`config.mk`:
```
export PLATFORM = sky130hd
export DESIGN_NAME = crc_table_builder
export DESIGN_NICKNAME = d
export VERILOG_FILES = /design/src/rtl/crc_pkg.sv /design/src/rtl/crc_serial_shifter.sv /design/src/rtl/crc_table_builder.sv
export SDC_FILE = /design/constraint.sdc
export NUM_CORES = 1
export LEC_CHECK = 0
export BUFFER_PORTS_ARGS = -buffer_cell sky130_fd_sc_hd__buf_2
export CORE_MARGIN = 2
export CORE_UTILIZATION = 30
export DETAILED_ROUTE_END_ITERATION = 16
export PLACE_DENSITY = 0.54
export SLEW_MARGIN = 20
export SYNTH_ARGS = -nofsm -noshare
export SYNTH_HDL_FRONTEND = slang
export SYNTH_SLANG_ARGS = --single-unit
```
`constraint.sdc`:
```
create_clock -name clk -period 7 [get_ports clk]
set_input_delay 0.7 -clock clk [delete_from_list [all_inputs] [get_ports clk]]
set_output_delay 0.7 -clock clk [all_outputs]
set_load 0.05 [all_outputs]
```
`src/rtl/crc_pkg.sv`:
```
// Shared definitions for the CRC table builder: widths, FSM state type and the
// single reflected (LSB-first) shift step used by every bit-serial engine.
package crc_pkg;

  localparam int unsigned CRC_W     = 32;
  localparam int unsigned TBL_DEPTH = 256;
  localparam int unsigned TBL_AW    = 8;

  typedef enum logic [1:0] {
    StIdle,
    StBasis,
    StFill,
    StDone
  } state_e;

  // One reflected CRC step: shift right, fold in the polynomial when a one falls out.
  function automatic logic [CRC_W-1:0] crc_shift(input logic [CRC_W-1:0] crc,
                                                 input logic [CRC_W-1:0] poly);
    return crc[0] ? ((crc >> 1) ^ poly) : (crc >> 1);
  endfunction

endpackage

```
`src/rtl/crc_serial_shifter.sv`:
```
// Bit-serial CRC engine: loads a seed, then applies NSHIFT reflected shifts, one per cycle.
//   clk, rstn : clock, synchronous active-low reset
//   load      : load seed and (re)start; overrides any run in progress
//   seed      : value loaded on load
//   result    : shifted value that the current cycle commits
//   done      : high in the cycle whose edge commits the final shift; result is the answer
module crc_serial_shifter
  import crc_pkg::*;
#(
  parameter logic [CRC_W-1:0] POLY   = 32'hEDB88320,
  parameter int unsigned      NSHIFT = 8
) (
  input  logic             clk,
  input  logic             rstn,
  input  logic             load,
  input  logic [CRC_W-1:0] seed,
  output logic [CRC_W-1:0] result,
  output logic             done
);

  localparam int unsigned CntW = $clog2(NSHIFT + 1);

  logic [CRC_W-1:0] crc_q;
  logic [CntW-1:0]  cnt_q;
  logic             run_q;

  assign result = crc_shift(crc_q, POLY);
  assign done   = run_q && (cnt_q == CntW'(NSHIFT - 1));

  always_ff @(posedge clk) begin
    if (!rstn) begin
      crc_q <= '0;
      cnt_q <= '0;
      run_q <= 1'b0;
    end else if (load) begin
      crc_q <= seed;
      cnt_q <= '0;
      run_q <= 1'b1;
    end else if (run_q) begin
      crc_q <= result;
      cnt_q <= done ? '0 : cnt_q + 1'b1;
      if (done) begin
        run_q <= 1'b0;
      end
    end
  end

endmodule

```
`src/rtl/crc_table_builder.sv`:
```
// Runtime generator for a 256 x 32 LUT-CRC table advancing SHIFT_BYTES zero bytes.
// Computes the eight basis words B[k] = F(1<<k) bit-serially, then streams
// T[i] = XOR of B[k] over the set bits of i into a table RAM, addresses 0..255.
//   clk, rstn    : clock, synchronous active-low reset
//   start        : build request, sampled only while idle
//   busy         : high from the cycle after an accepted start through the last write
//   done         : one-cycle pulse after the last write
//   tbl_we/waddr/wdata : registered RAM write port
//   selftest_err : only when CRC_TABLE_BUILDER_SELFTEST_EN is defined; a second engine
//                  computes F(8'hFF) directly and flags a mismatch with the composed T[FF]
module crc_table_builder
  import crc_pkg::*;
#(
  parameter logic [CRC_W-1:0] POLY        = 32'hEDB88320,
  parameter int unsigned      SHIFT_BYTES = 1
) (
  input  logic              clk,
  input  logic              rstn,
  input  logic              start,
  output logic              busy,
  output logic              done,
  output logic              tbl_we,
  output logic [TBL_AW-1:0] tbl_waddr,
  output logic [CRC_W-1:0]  tbl_wdata
`ifdef CRC_TABLE_BUILDER_SELFTEST_EN
  ,
  output logic              selftest_err
`endif
);

  localparam int unsigned NShift  = 8 * SHIFT_BYTES;
  localparam logic [TBL_AW-1:0] LastIdx = TBL_AW'(TBL_DEPTH - 1);

  state_e            state_q, state_d;
  logic [2:0]        k_q, k_d;
  logic [TBL_AW-1:0] idx_q, idx_d;
  logic [CRC_W-1:0]  basis_q [8];
  logic              basis_we;
  logic              start_acc;
  logic              sh_load;
  logic [CRC_W-1:0]  sh_seed;
  logic [CRC_W-1:0]  sh_result;
  logic              sh_done;
  logic [CRC_W-1:0]  fill_data;

  assign start_acc = (state_q == StIdle) && start;

  crc_serial_shifter #(
    .POLY   (POLY),
    .NSHIFT (NShift)
  ) u_shifter (
    .clk    (clk),
    .rstn   (rstn),
    .load   (sh_load),
    .seed   (sh_seed),
    .result (sh_result),
    .done   (sh_done)
  );

  always_comb begin
    state_d  = state_q;
    k_d      = k_q;
    idx_d    = idx_q;
    sh_load  = 1'b0;
    sh_seed  = CRC_W'(1);
    basis_we = 1'b0;
    unique case (state_q)
      StIdle: begin
        if (start) begin
          state_d = StBasis;
          k_d     = 3'd0;
          sh_load = 1'b1;
        end
      end
      StBasis: begin
        if (sh_done) begin
          basis_we = 1'b1;
          if (k_q == 3'd7) begin
            state_d = StFill;
            idx_d   = '0;
          end else begin
            // Reload in the same cycle so consecutive basis words have no gap.
            k_d     = k_q + 3'd1;
            sh_load = 1'b1;
            sh_seed = CRC_W'(1) << (k_q + 3'd1);
          end
        end
      end
      StFill: begin
        if (idx_q == LastIdx) begin
          state_d = StDone;
        end else begin
          idx_d = idx_q + 1'b1;
        end
      end
      StDone: state_d = StIdle;
      default: state_d = StIdle;
    endcase
  end

  // Composed entry for the index about to be written; T[0] needs no basis word,
  // so B[7] landing on the FILL entry edge is not a hazard.
  always_comb begin
    fill_data = '0;
    for (int k = 0; k < 8; k++) begin
      if (idx_d[k]) begin
        fill_data = fill_data ^ basis_q[k];
      end
    end
  end

  always_ff @(posedge clk) begin
    if (basis_we) begin
      basis_q[k_q] <= sh_result;
    end
  end

  always_ff @(posedge clk) begin
    if (!rstn) begin
      state_q   <= StIdle;
      k_q       <= 3'd0;
      idx_q     <= '0;
      busy      <= 1'b0;
      done      <= 1'b0;
      tbl_we    <= 1'b0;
      tbl_waddr <= '0;
      tbl_wdata <= '0;
    end else begin
      state_q   <= state_d;
      k_q       <= k_d;
      idx_q     <= idx_d;
      busy      <= (state_d == StBasis) || (state_d == StFill);
      done      <= (state_d == StDone);
      tbl_we    <= (state_d == StFill);
      tbl_waddr <= (state_d == StFill) ? idx_d : '0;
      tbl_wdata <= (state_d == StFill) ? fill_data : '0;
    end
  end

`ifdef CRC_TABLE_BUILDER_SELFTEST_EN
  logic [CRC_W-1:0] st_result;
  logic             st_done;
  logic [CRC_W-1:0] st_ref_q;

  // Runs alongside the k=0 basis pass, so it costs no cycles.
  crc_serial_shifter #(
    .POLY   (POLY),
    .NSHIFT (NShift)
  ) u_selftest (
    .clk    (clk),
    .rstn   (rstn),
    .load   (start_acc),
    .seed   (CRC_W'(8'hFF)),
    .result (st_result),
    .done   (st_done)
  );

  always_ff @(posedge clk) begin
    if (!rstn) begin
      st_ref_q     <= '0;
      selftest_err <= 1'b0;
    end else begin
      if (st_done) begin
        st_ref_q <= st_result;
      end
      if (start_acc) begin
        selftest_err <= 1'b0;
      end else if ((state_d == StFill) && (idx_d == LastIdx) && (fill_data != st_ref_q)) begin
        selftest_err <= 1'b1;
      end
    end
  end
`else
  // No reference engine: table is produced purely from the basis words.
`endif

endmodule
```
Yosys cells after proc, flatten, opt, wreduce, memory -nomap -nowiden
Memories as Yosys holds them, arrays and structs flattened.
Index checks and enable logic that the tools add are counted.
{"block": "totals", "elab_cells": 84, "mem_count": 1, "reg_bits": 93, "ramBits": 256}
{"memory": "basis_q", "depth": 8, "word_bits": 32, "rd": 8, "rd_ports_with_merged_regs": 0, "wr": 1, "line": "crc_table_builder.sv:37", "text": "logic [CRC_W-1:0] basis_q [8];"}
{"block": "classes", "shifts": 1, "reduce_logical": 8, "addsub": 3, "n_eq_ne": 12, "muxes": 39, "n_bitwise": 9}
{"op": "$mux W32", "count": 14}
{"op": "$xor A32 B32 Y32", "count": 7}
{"op": "$shl A1 B3 Y32 const A", "count": 1}
{"op": "$mux W8", "count": 3}
{"op": "$pmux W8 S2", "count": 1}
{"op": "$not A13 Y14", "count": 1}
{"op": "$mux W1", "count": 10}
{"op": "$mux W3", "count": 3}
{"op": "$add A8 B1 Y8 const B", "count": 1}
{"op": "$eq A2 B2 Y1 const B", "count": 4}
{"op": "$eq A8 B8 Y1 const B", "count": 1}
{"op": "$mux W2", "count": 4}
{"op": "$pmux W2 S4", "count": 1}
{"op": "$pmux W3 S2", "count": 1}
{"op": "$add A4 B1 Y4 const B", "count": 1}
{"op": "$eq A2 B1 Y1 const B", "count": 2}
{"op": "$eq A4 B3 Y1 const B", "count": 1}
{"op": "$mux W4", "count": 1}
{"op": "$ne A2 B2 Y1 const B", "count": 2}
{"op": "$reduce_and A4 Y1", "count": 1}
{"op": "$reduce_bool A2 Y1", "count": 2}
{"op": "$add A3 B1 Y3 const B", "count": 1}
{"op": "$eq A3 B3 Y1 const B", "count": 1}
{"op": "$logic_not A2 Y1", "count": 1}
{"op": "other kinds (7)", "count": 7}

Depth between registers and ports, before layout
Gate-level depths: netlist of run 1.
{"block": "depth", "depth_word": 19, "depth_mapped": 12}

By module
Synthesis of run 1 repeated with hierarchy kept, for this count alone.
{"block": "hier_totals", "hier_cells": 1192, "hier_area_um2": 15822.7}
{"module": "crc_table_builder", "area_each_um2": 13736.9, "instances": 1, "seq_area_each_um2": 8808.4, "cells_per_inst": 959}
{"module": "crc_serial_shifter", "area_each_um2": 2085.8, "instances": 1, "seq_area_each_um2": 740.7, "cells_per_inst": 233}

Worst setup path before layout of run 1
No wires, ideal clock.
{"block": "synth_timing", "kind": "reg2reg", "from": "reg u_shifter.cnt_q[0]", "to": "mem basis_q[1][0] (enable)", "n_path_buf": 1, "stages_incl_launch_ff": 6, "arrival_time_ps": 3320, "path_slack_ps": 3219, "path_cell_list": "dfxtp_1 -> ha_1 -> and4b_1 -> clkbuf_1 -> nand3_1 -> nor3_1"}
{"block": "synth_via", "elab_chain_cells": 6}
{"element": "start, declared", "line": "crc_serial_shifter.sv:24", "text": "logic [CntW-1:0] cnt_q;"}
{"element": "start signal, assigned", "line": "crc_serial_shifter.sv:41", "text": "cnt_q <= done ? '0 : cnt_q + 1'b1;"}
{"element": "$eq A4 B3 Y1", "line": "crc_serial_shifter.sv:28", "text": "assign done = run_q && (cnt_q == CntW'(NSHIFT - 1));"}
{"element": "$logic_and A1 B1 Y1", "line": "crc_serial_shifter.sv:28"}
{"element": "$mux W1", "line": "crc_table_builder.sv:76", "text": "if (sh_done) begin"}
{"element": "$mux W1", "line": "crc_table_builder.sv:67", "text": "unique case (state_q)"}
{"element": "$mux W1", "line": "crc_table_builder.sv:113", "text": "if (basis_we) begin"}
{"element": "$mux W1 (implied by the code)", "line": "crc_table_builder.sv:114", "text": "basis_q[k_q] <= sh_result;"}
{"element": "end, declared", "line": "crc_table_builder.sv:37"}
Every way passes these cells.

Worst setup path after layout of run 1
{"block": "layout_timing", "from": "reg u_shifter.run_q", "to": "reg tbl_wdata[30]"}
{"block": "layout_via", "elab_chain_cells": 18, "elab_cells_between_ends": 22, "cone_classes": "eq/ne (1); mux (12); bitwise (7); reduce/logical (2)"}
{"element": "start, declared", "line": "crc_serial_shifter.sv:25", "text": "logic run_q;"}
{"element": "start signal, assigned", "line": "crc_serial_shifter.sv:34", "text": "run_q <= 1'b0;"}
{"element": "start signal, assigned", "line": "crc_serial_shifter.sv:38", "text": "run_q <= 1'b1;"}
{"element": "start signal, assigned", "line": "crc_serial_shifter.sv:43", "text": "run_q <= 1'b0;"}
{"element": "$logic_and A1 B1 Y1 *", "line": "crc_serial_shifter.sv:28"}
{"element": "$mux W8", "line": "crc_table_builder.sv:76"}
{"element": "$pmux W8 S2", "line": "crc_table_builder.sv:67"}
{"element": "$mux W32", "line": "crc_table_builder.sv:106", "text": "if (idx_d[k]) begin"}
{"element": "$xor A32 B32 Y32", "line": "crc_table_builder.sv:107", "text": "fill_data = fill_data ^ basis_q[k];"}
{"element": "$mux W32", "line": "crc_table_builder.sv:106"}
{"element": "$xor A32 B32 Y32", "line": "crc_table_builder.sv:107"}
{"element": "$mux W32", "line": "crc_table_builder.sv:106"}
{"element": "[2 not listed]"}
{"element": "$xor A32 B32 Y32", "line": "crc_table_builder.sv:107"}
{"element": "$mux W32", "line": "crc_table_builder.sv:106"}
{"element": "$xor A32 B32 Y32", "line": "crc_table_builder.sv:107"}
{"element": "$mux W32", "line": "crc_table_builder.sv:106"}
{"element": "$xor A32 B32 Y32", "line": "crc_table_builder.sv:107"}
{"element": "$mux W32", "line": "crc_table_builder.sv:106"}
{"element": "$xor A32 B32 Y32", "line": "crc_table_builder.sv:107"}
{"element": "$mux W32", "line": "crc_table_builder.sv:106"}
{"element": "end signal, assigned", "line": "crc_table_builder.sv:136", "text": "tbl_wdata <= (state_d == StFill) ? fill_data : '0;"}
{"element": "end, declared", "line": "crc_table_builder.sv:24", "text": "output logic [CRC_W-1:0] tbl_wdata"}
Every way passes the cells marked *; elsewhere a longest branch is shown, timed or not.
A chain may end at the register's enable or synchronous reset.

==> run metrics, run 1 <==
Synth area leaders=edfxtp_1 (50%), dfxtp_1 (12%), xnor3_1 (9.4%); CTS Root Cell=clkbuf_16; Peak VDD IR=0.1924 mV; placed cell area=0.01639 mm²; Highest Clock Rate=280.4 MHz; library cells used by synthesis=54; Antenna Nets Post-Route=0; cell accounting for the most synthesized area=edfxtp_1; Port Buffers=45; drt first-iter violations=579; CP Max Fanout=36; most frequently used flop master after synthesis=edfxtp_1; Post-synth EDFFs=256; clock latency on the worst-skew pair=0.52 ns; worst slack, placed=3.399 ns; PwrDens=245.5 mW/mm²; synth cell count leaders=edfxtp_1 (256), nand2_1 (183), dfxtp_1 (93), nor2_1 (90); Core Footprint=0.05027 mm²; initial antenna violation count=1; status=completed; skew final=0.01179 ns; CTS resizes=0; # clock sinks=349; ANT cells=0; vias in the first global route=9,275; Mapped Area=0.01533 mm²; buffers and inverters on the worst path=1; final net count=1,214; Period Utilization, post-route=50.95%; ys async rst share=0%; GRT Total Usage=13.86%; Final min period=3.566 ns; post-DP HPWL=20,470 µm; Vias/cell=4.733; Critical Path AT=3.94 ns; post-synthesis register bit count=349; CP delay by family, top=compound AO/OA/AOI/OAI gates; final cell count without fillers=1,898; Worst Hold Path Cells=2; layout cell share with drive strength beyond 1=13.30%; die height=230.1 µm; drt total wl=36,390 µm; DIE AREA=0.05294 mm²; Slew @ Worst Pin=1.108 ns; critical path data required time=7.38 ns; Starting Density=30.50%; Via Count=8,983; crit-path cells=nand4b_2 > o211ai_1 > buf_4 > a31oi_1 > xor2_1 > xnor3_1 > xnor3_1 > nor2_1; GR Overflow Total=0; Top cell by count, worst path=xnor3_1; # IOs=46; Max stage delay on crit path=0.92 ns; CTS Buf Count=38; RSZ-0062 raised after global routing=no; Crit path depth=8; Die Wd=230.1 µm; most frequent cell after synthesis=edfxtp_1; area delta synth->final=15.17%; max-slew violations=0; Mean Syn Cell Area=13.26 µm²; gpl congestion=0.7639; Core Rows=82; H-tree levels=2; Ys Warns=0; CP Launch Type=flip-flop; share of the core filled with cells=35.13%; Slew HR=26.13%; drt wl/cell=19.17 µm; setup TNS=0 ns; setup violators final=0; DRT Pass-1 Iters=5; Setup CP Type=reg2reg; Post-Synthesis Cells=1,156; Worst Hold Slack=0.4956 ns; Max Cap Viol=0; Hold Fails Final Rpt=0; LEAKAGE=6.742 nW; Setup WS post-layout=3.434 ns; worst r2r path cells=8; # hold bufs at CTS=0; Fillers=4,951; post-route cell area=0.01766 mm²; largest net degree at the start of global routing=37; dpl cells=1,828; Clk pin slew, worst setup/hold paths=0.06 ns; syn_nets=1,173; Power Total=4.336 mW; global-route wire length before repair=56,500 µm; Critical Path Slowest Stage Cell=dfxtp_2; CP endpoint kind=flip-flop; hold crit path type=reg2reg; DRC=0; CTS max path bufs=3; CTS tree=done; top cell type's share of synthesized area=50.13%; Post-CTS Setup Bufs=0; sequential share of the synthesized area=62.28%
[path summary, 6_finish.rpt]
kind                              end                 from  slack (ns)
setup / recovery        tbl_wdata[30]      u_shifter.run_q        3.43
hold reg to reg   u_shifter.crc_q[27]  u_shifter.crc_q[27]        0.50
setup reg to reg        tbl_wdata[30]      u_shifter.run_q        3.43
hold / removal    u_shifter.crc_q[27]  u_shifter.crc_q[27]        0.50
[area by class of cell]
type	count	area, µm²	area share [%]
sequential	349	9550	54.08
clock buffer	57	1124	6.363
clock inverter	12	116.4	0.6589
inverter	44	165.2	0.9352
multi-input combinational	698	5460	30.92
tap	672	840.8	4.761
timing repair buffer	66	402.9	2.281
[cells by family after synthesis]
| kind of cell | Yosys count | share of synthesized area, % |
|---|---|---|
| fa+ha+maj | 14 | 1.142 |
| xor+xnor | 174 | 15.68 |
| flops | 349 | 62.28 |
| mux | 17 | 1.142 |
| buf+inv | 109 | 3.027 |
| simple gates | 343 | 9.515 |
| compound gates | 150 | 7.213 |
[state kept, by name, indices dropped and copies added, names as in the netlist]
signal and count:
basis_q 256, tbl_wdata 32, u_shifter.crc_q 32, idx_q 8, tbl_waddr 8, u_shifter.cnt_q 4
k_q 3, state_q 2, busy 1, done 1, tbl_we 1, u_shifter.run_q 1
[layout by cell type (no fill, tap or decap), types with 3 or more instances in the layout]
cell and instances:
edfxtp_1 256, nand2_1 182, dfxtp_1 92, nor2_1 84
xnor2_1 64, xnor3_1 64, o31ai_1 56, xor2_1 46
buf_2 45, inv_1 43, clkbuf_16 39, a31oi_1 37
buf_4 20, nor3_1 15, ha_1 14, a21oi_1 13
and2_1 13, mux2i_1 13, nand3_1 12, o21ai_0 11
o31ai_2 10, clkbuf_1 10, clkbuf_8 8, nor2_4 7
nand4_1 6, nand3b_1 6, a211oi_1 4, mux2_2 4
clkinv_1 4, clkinv_2 4, o211ai_1 3
[routing by layer]
| metal | vias up | GRT usage (%) | wire length (µm) |
|---|---|---|---|
| li1 | 4189 | - | - |
| met1 | 4567 | 18.64 | 16780 |
| met2 | 175 | 23.01 | 17270 |
| met3 | 52 | 2.207 | 1465 |
| met4 | 0 | 4.153 | 871 |
| met5 | - | 0 | 0 |
[power breakdown]
part / leakage, nW / internal, mW / switching, mW / total (mW)
clock: 0.607 / 1.18 / 0.796 / 1.98
combinational: 3.04 / 0.0240 / 0.0671 / 0.0911
sequential: 3.09 / 2.24 / 0.0251 / 2.27
total: 6.74 / 3.45 / 0.888 / 4.34
[worst register-to-register path: stages, from the launching register on]
cell	delay, ns
dfxtp_2	0.92
nand4b_2	0.26
o211ai_1	0.89
buf_4	0.49
a31oi_1	0.16
xor2_1	0.21
xnor3_1	0.26
xnor3_1	0.20
nor2_1	0.04
Note: power is estimated with default switching activity, not from simulation.
==> run 2, diff against run 1 <==
--- a/config.mk
+++ b/config.mk
@@ -5,6 +5,7 @@
 export SDC_FILE = /design/constraint.sdc
 export NUM_CORES = 1
 export LEC_CHECK = 0
+export ABC_AREA = 1
 export BUFFER_PORTS_ARGS = -buffer_cell sky130_fd_sc_hd__buf_2
 export CORE_MARGIN = 2
 export CORE_UTILIZATION = 30
==> constraint.sdc (replaced) <==
create_clock -name clk -period 3.5 [get_ports clk]
set_input_delay 0.35 -clock clk [delete_from_list [all_inputs] [get_ports clk]]
set_output_delay 0.35 -clock clk [all_outputs]
set_load 0.05 [all_outputs]
==> run 2 against run 1 <==
Compared with the run above:
- clock power is 130% higher
- routed wire length up 0.15%
- hold slack worse by 0.35 ns
- combinational power is 140% higher
- maximum frequency rose by 19%
- clock-buffer cell count rose by 1
- non-clock buffer count is 11 higher
- critical endpoint is now tbl_wdata[21]
==> run metrics, run 2 <==
Power Total=9.259 mW (+110%); status=completed; Period Utilization, post-route=85.28% (+34 points); Internal=7.346 mW (+110%); FF/Latch Area=0.009549 mm² (about the same); syn_nets=1,596 (+36%); Final min period=2.985 ns (-0.5813 ns); post-synthesis register bit count=349 (unchanged); worst slack, placed=0.4696 ns (-2.929 ns); most frequently used flop master after synthesis=edfxtp_1; Largest Register=basis_q; largest net degree at the start of global routing=32 (-14%); drt total wl=36,440 µm (+0.15%); Setup WS post-layout=0.5150 ns (-2.919 ns); buffers and inverters on the worst path=2 (+1); vias in the first global route=9,883 (+6.6%); initial antenna violation count=1 (unchanged); drt wl/cell=15.38 µm (-20%); Max Cap Viol=0 (unchanged); Setup CP Type=reg2reg; CTS max path bufs=3 (unchanged); Fillers=5,123 (+3.5%); worst reg2reg startpoint=state_q[1]; Top cell by count, worst path=nand2_1; CP Launch Type=flip-flop; hold crit path type=in2reg; RSZ-0062 raised after global routing=no; Via Count=10,250 (+14%); setup violators final=0 (unchanged); Switching Power=1.913 mW (+120%); Worst Hold Slack=0.1443 ns (-0.3512 ns); Slew @ Worst Pin=0.9734 ns (-0.1346 ns); Critical Path Slowest Stage Cell=ha_1; Max stage delay on crit path=0.53 ns (-0.39 ns); post-DP HPWL=22,630 µm (+11%); LEAKAGE=7.156 nW (+6.1%); Starting Density=30.37% (-0.13 points); skew final=0.02331 ns (+0.01152 ns); Peak VDD IR=0.2985 mV (+55%); Slew HR=34.89% (+8.8 points); Post-CTS Setup Bufs=0 (unchanged); # hold bufs at CTS=0 (unchanged); CP delay by family, top=simple AND/OR/NAND/NOR gates; biggest registers after layout=basis_q x256, tbl_wdata x32, u_shifter.crc_q x32; Highest Clock Rate=335.0 MHz (+19%); die height=231.9 µm (+0.79%); Multi-input gate area=0.005177 mm² (-5.2%); HP Start=rstn; GRT Total Usage=13.78% (-0.080 points); crit path from=state_q[1]; gpl congestion=0.8404 (+10%); CP Max Fanout=27 (-25%); synth cell count leaders=nand2_1 (529), edfxtp_1 (256), inv_1 (171), nor2_1 (114), xor2_1 (112); combinational share of power=2.3% (+0.2 points); ys async rst share=0% (unchanged); CTS Buf Count=40 (+5.3%); Post-synth EDFFs=256 (unchanged); top cell type's share of synthesized area=49.34% (-0.80 points); Antenna Nets Post-Route=0 (unchanged); H-tree levels=2 (unchanged); final net count=1,675 (+38%); # IOs=46 (unchanged); sequential share of the synthesized area=61.29% (-0.99 points); commonest cells after routing, fill and taps aside=nand2_1 (529), edfxtp_1 (256), inv_1 (171); Reg power frac=48.8% (-3.4 points); Post-Synthesis Cells=1,579 (+37%); Sw Ratio=20.66% (+0.18 points); CTS resizes=0 (unchanged); max-slew violations=0 (unchanged); Hold Fails Final Rpt=0 (unchanged); CP endpoint kind=flip-flop; Mean Syn Cell Area=9.868 µm² (-26%); most frequent cell after synthesis=nand2_1; share of the core filled with cells=35.43% (+0.31 points); GR Overflow Total=0 (unchanged); PwrDens=509.4 mW/mm² (+110%); global-route wire length before repair=56,520 µm (about the same); Die Wd=231.9 µm (+0.79%); max FFs per register=256 (unchanged); most common cell after layout, fill and taps aside=nand2_1; layout cell share with drive strength beyond 1=10.41% (-2.9 points); Synth area leaders=edfxtp_1 (49%), nand2_1 (13%), dfxtp_1 (12%); area delta synth->final=16.66%; # clock sinks=349 (unchanged); Vias/cell=4.324 (-8.6%); Mapped Area=0.01558 mm² (+1.6%); DRT Pass-1 Iters=5 (unchanged); clock share of power=48.8% (+3.1 points); Ys Warns=0 (unchanged); ANT cells=0 (unchanged); Core Rows=83 (+1.2%); CTS tree=done; drt first-iter violations=722 (+25%); DIE AREA=0.05378 mm² (+1.6%); Critical Path AT=3.43 ns (-0.51 ns); Port Buffers=45 (unchanged); Core Footprint=0.05130 mm² (+2.0%); Clk pin slew, worst setup/hold paths=0.06 ns (about the same); DRC=0 (unchanged); cell accounting for the most synthesized area=edfxtp_1; clock latency on the worst-skew pair=0.56 ns (+0.04 ns); critical path data required time=3.95 ns (-3.43 ns); library cells used by synthesis=34 (-37%); CTS Root Cell=clkbuf_16; crit-path cells=inv_1 > ha_1 > nand2_1 > o21bai_1 > nand2_4 > inv_1 > nand3_1 > nand2_1 > nand2_1 > nand2_1 > nand2_1 > a21oi_1 > nor2_1
==> run 2: path summary, 6_finish.rpt <==
path	end	slack, ns	cells past startpoint
setup / recovery	tbl_wdata[21]	0.52	13
hold / removal	u_shifter.crc_q[6]	0.14	3
setup reg to reg	tbl_wdata[21]	0.52	13
hold reg to reg	u_shifter.crc_q[24]	0.48	2
==> run 2: routing by layer <==
layer,track usage (%),part of all wire [%],vias to the layer above
li1,-,-,5188
met1,18.05,45,4787
met2,22.94,48,214
met3,2.615,4.6,60
met4,4.407,2.4,0
met5,0,0,-
==> run 2: worst min-delay path: stages <==
cell	delay, ns
buf_2	0.18
nand2_1	0.09
inv_1	0.03
==> run 2: power groups by stage <==
stage | Sequential [mW] | Clock (mW) | Combinational (mW)
3_3_place_gp | 4.61 | 0 | 0.214
5_1_grt | 4.52 | 4.80 | 0.244
3_5_place_dp | 4.61 | 0 | 0.219
4_1_cts | 4.52 | 4.64 | 0.219
2_1_floorplan | 4.59 | 0 | 0.145
6_report | 4.52 | 4.52 | 0.217
==> run 2: area by class of cell <==
class | instances | area share, %
clock buffers | 58 | 6.560
clock inverters | 16 | 1.335
inverters | 173 | 3.572
multi-input cells | 1017 | 28.48
flip-flops and latches | 349 | 52.53
well taps | 680 | 4.681
repair buffers | 77 | 2.836
==> run 2: cells by family after synthesis <==
group | share of synthesized area [%]
simple gates | 19.15
flops | 61.29
buf+inv | 5.806
xor+xnor | 9.331
compound gates | 3.300
fa+ha+maj | 1.124
==> run 2: through the flow <==
step / setup TNS [ns] / area [µm²] / cells
after floorplan: -22.72 / 15580 / 1579
after global placement: 0 / 16740 / 2296
after detailed placement: 0 / 16740 / 2296
after CTS: 0 / 18180 / 2370
after global routing: 0 / 18180 / 2370
final: 0 / 18180 / 2370
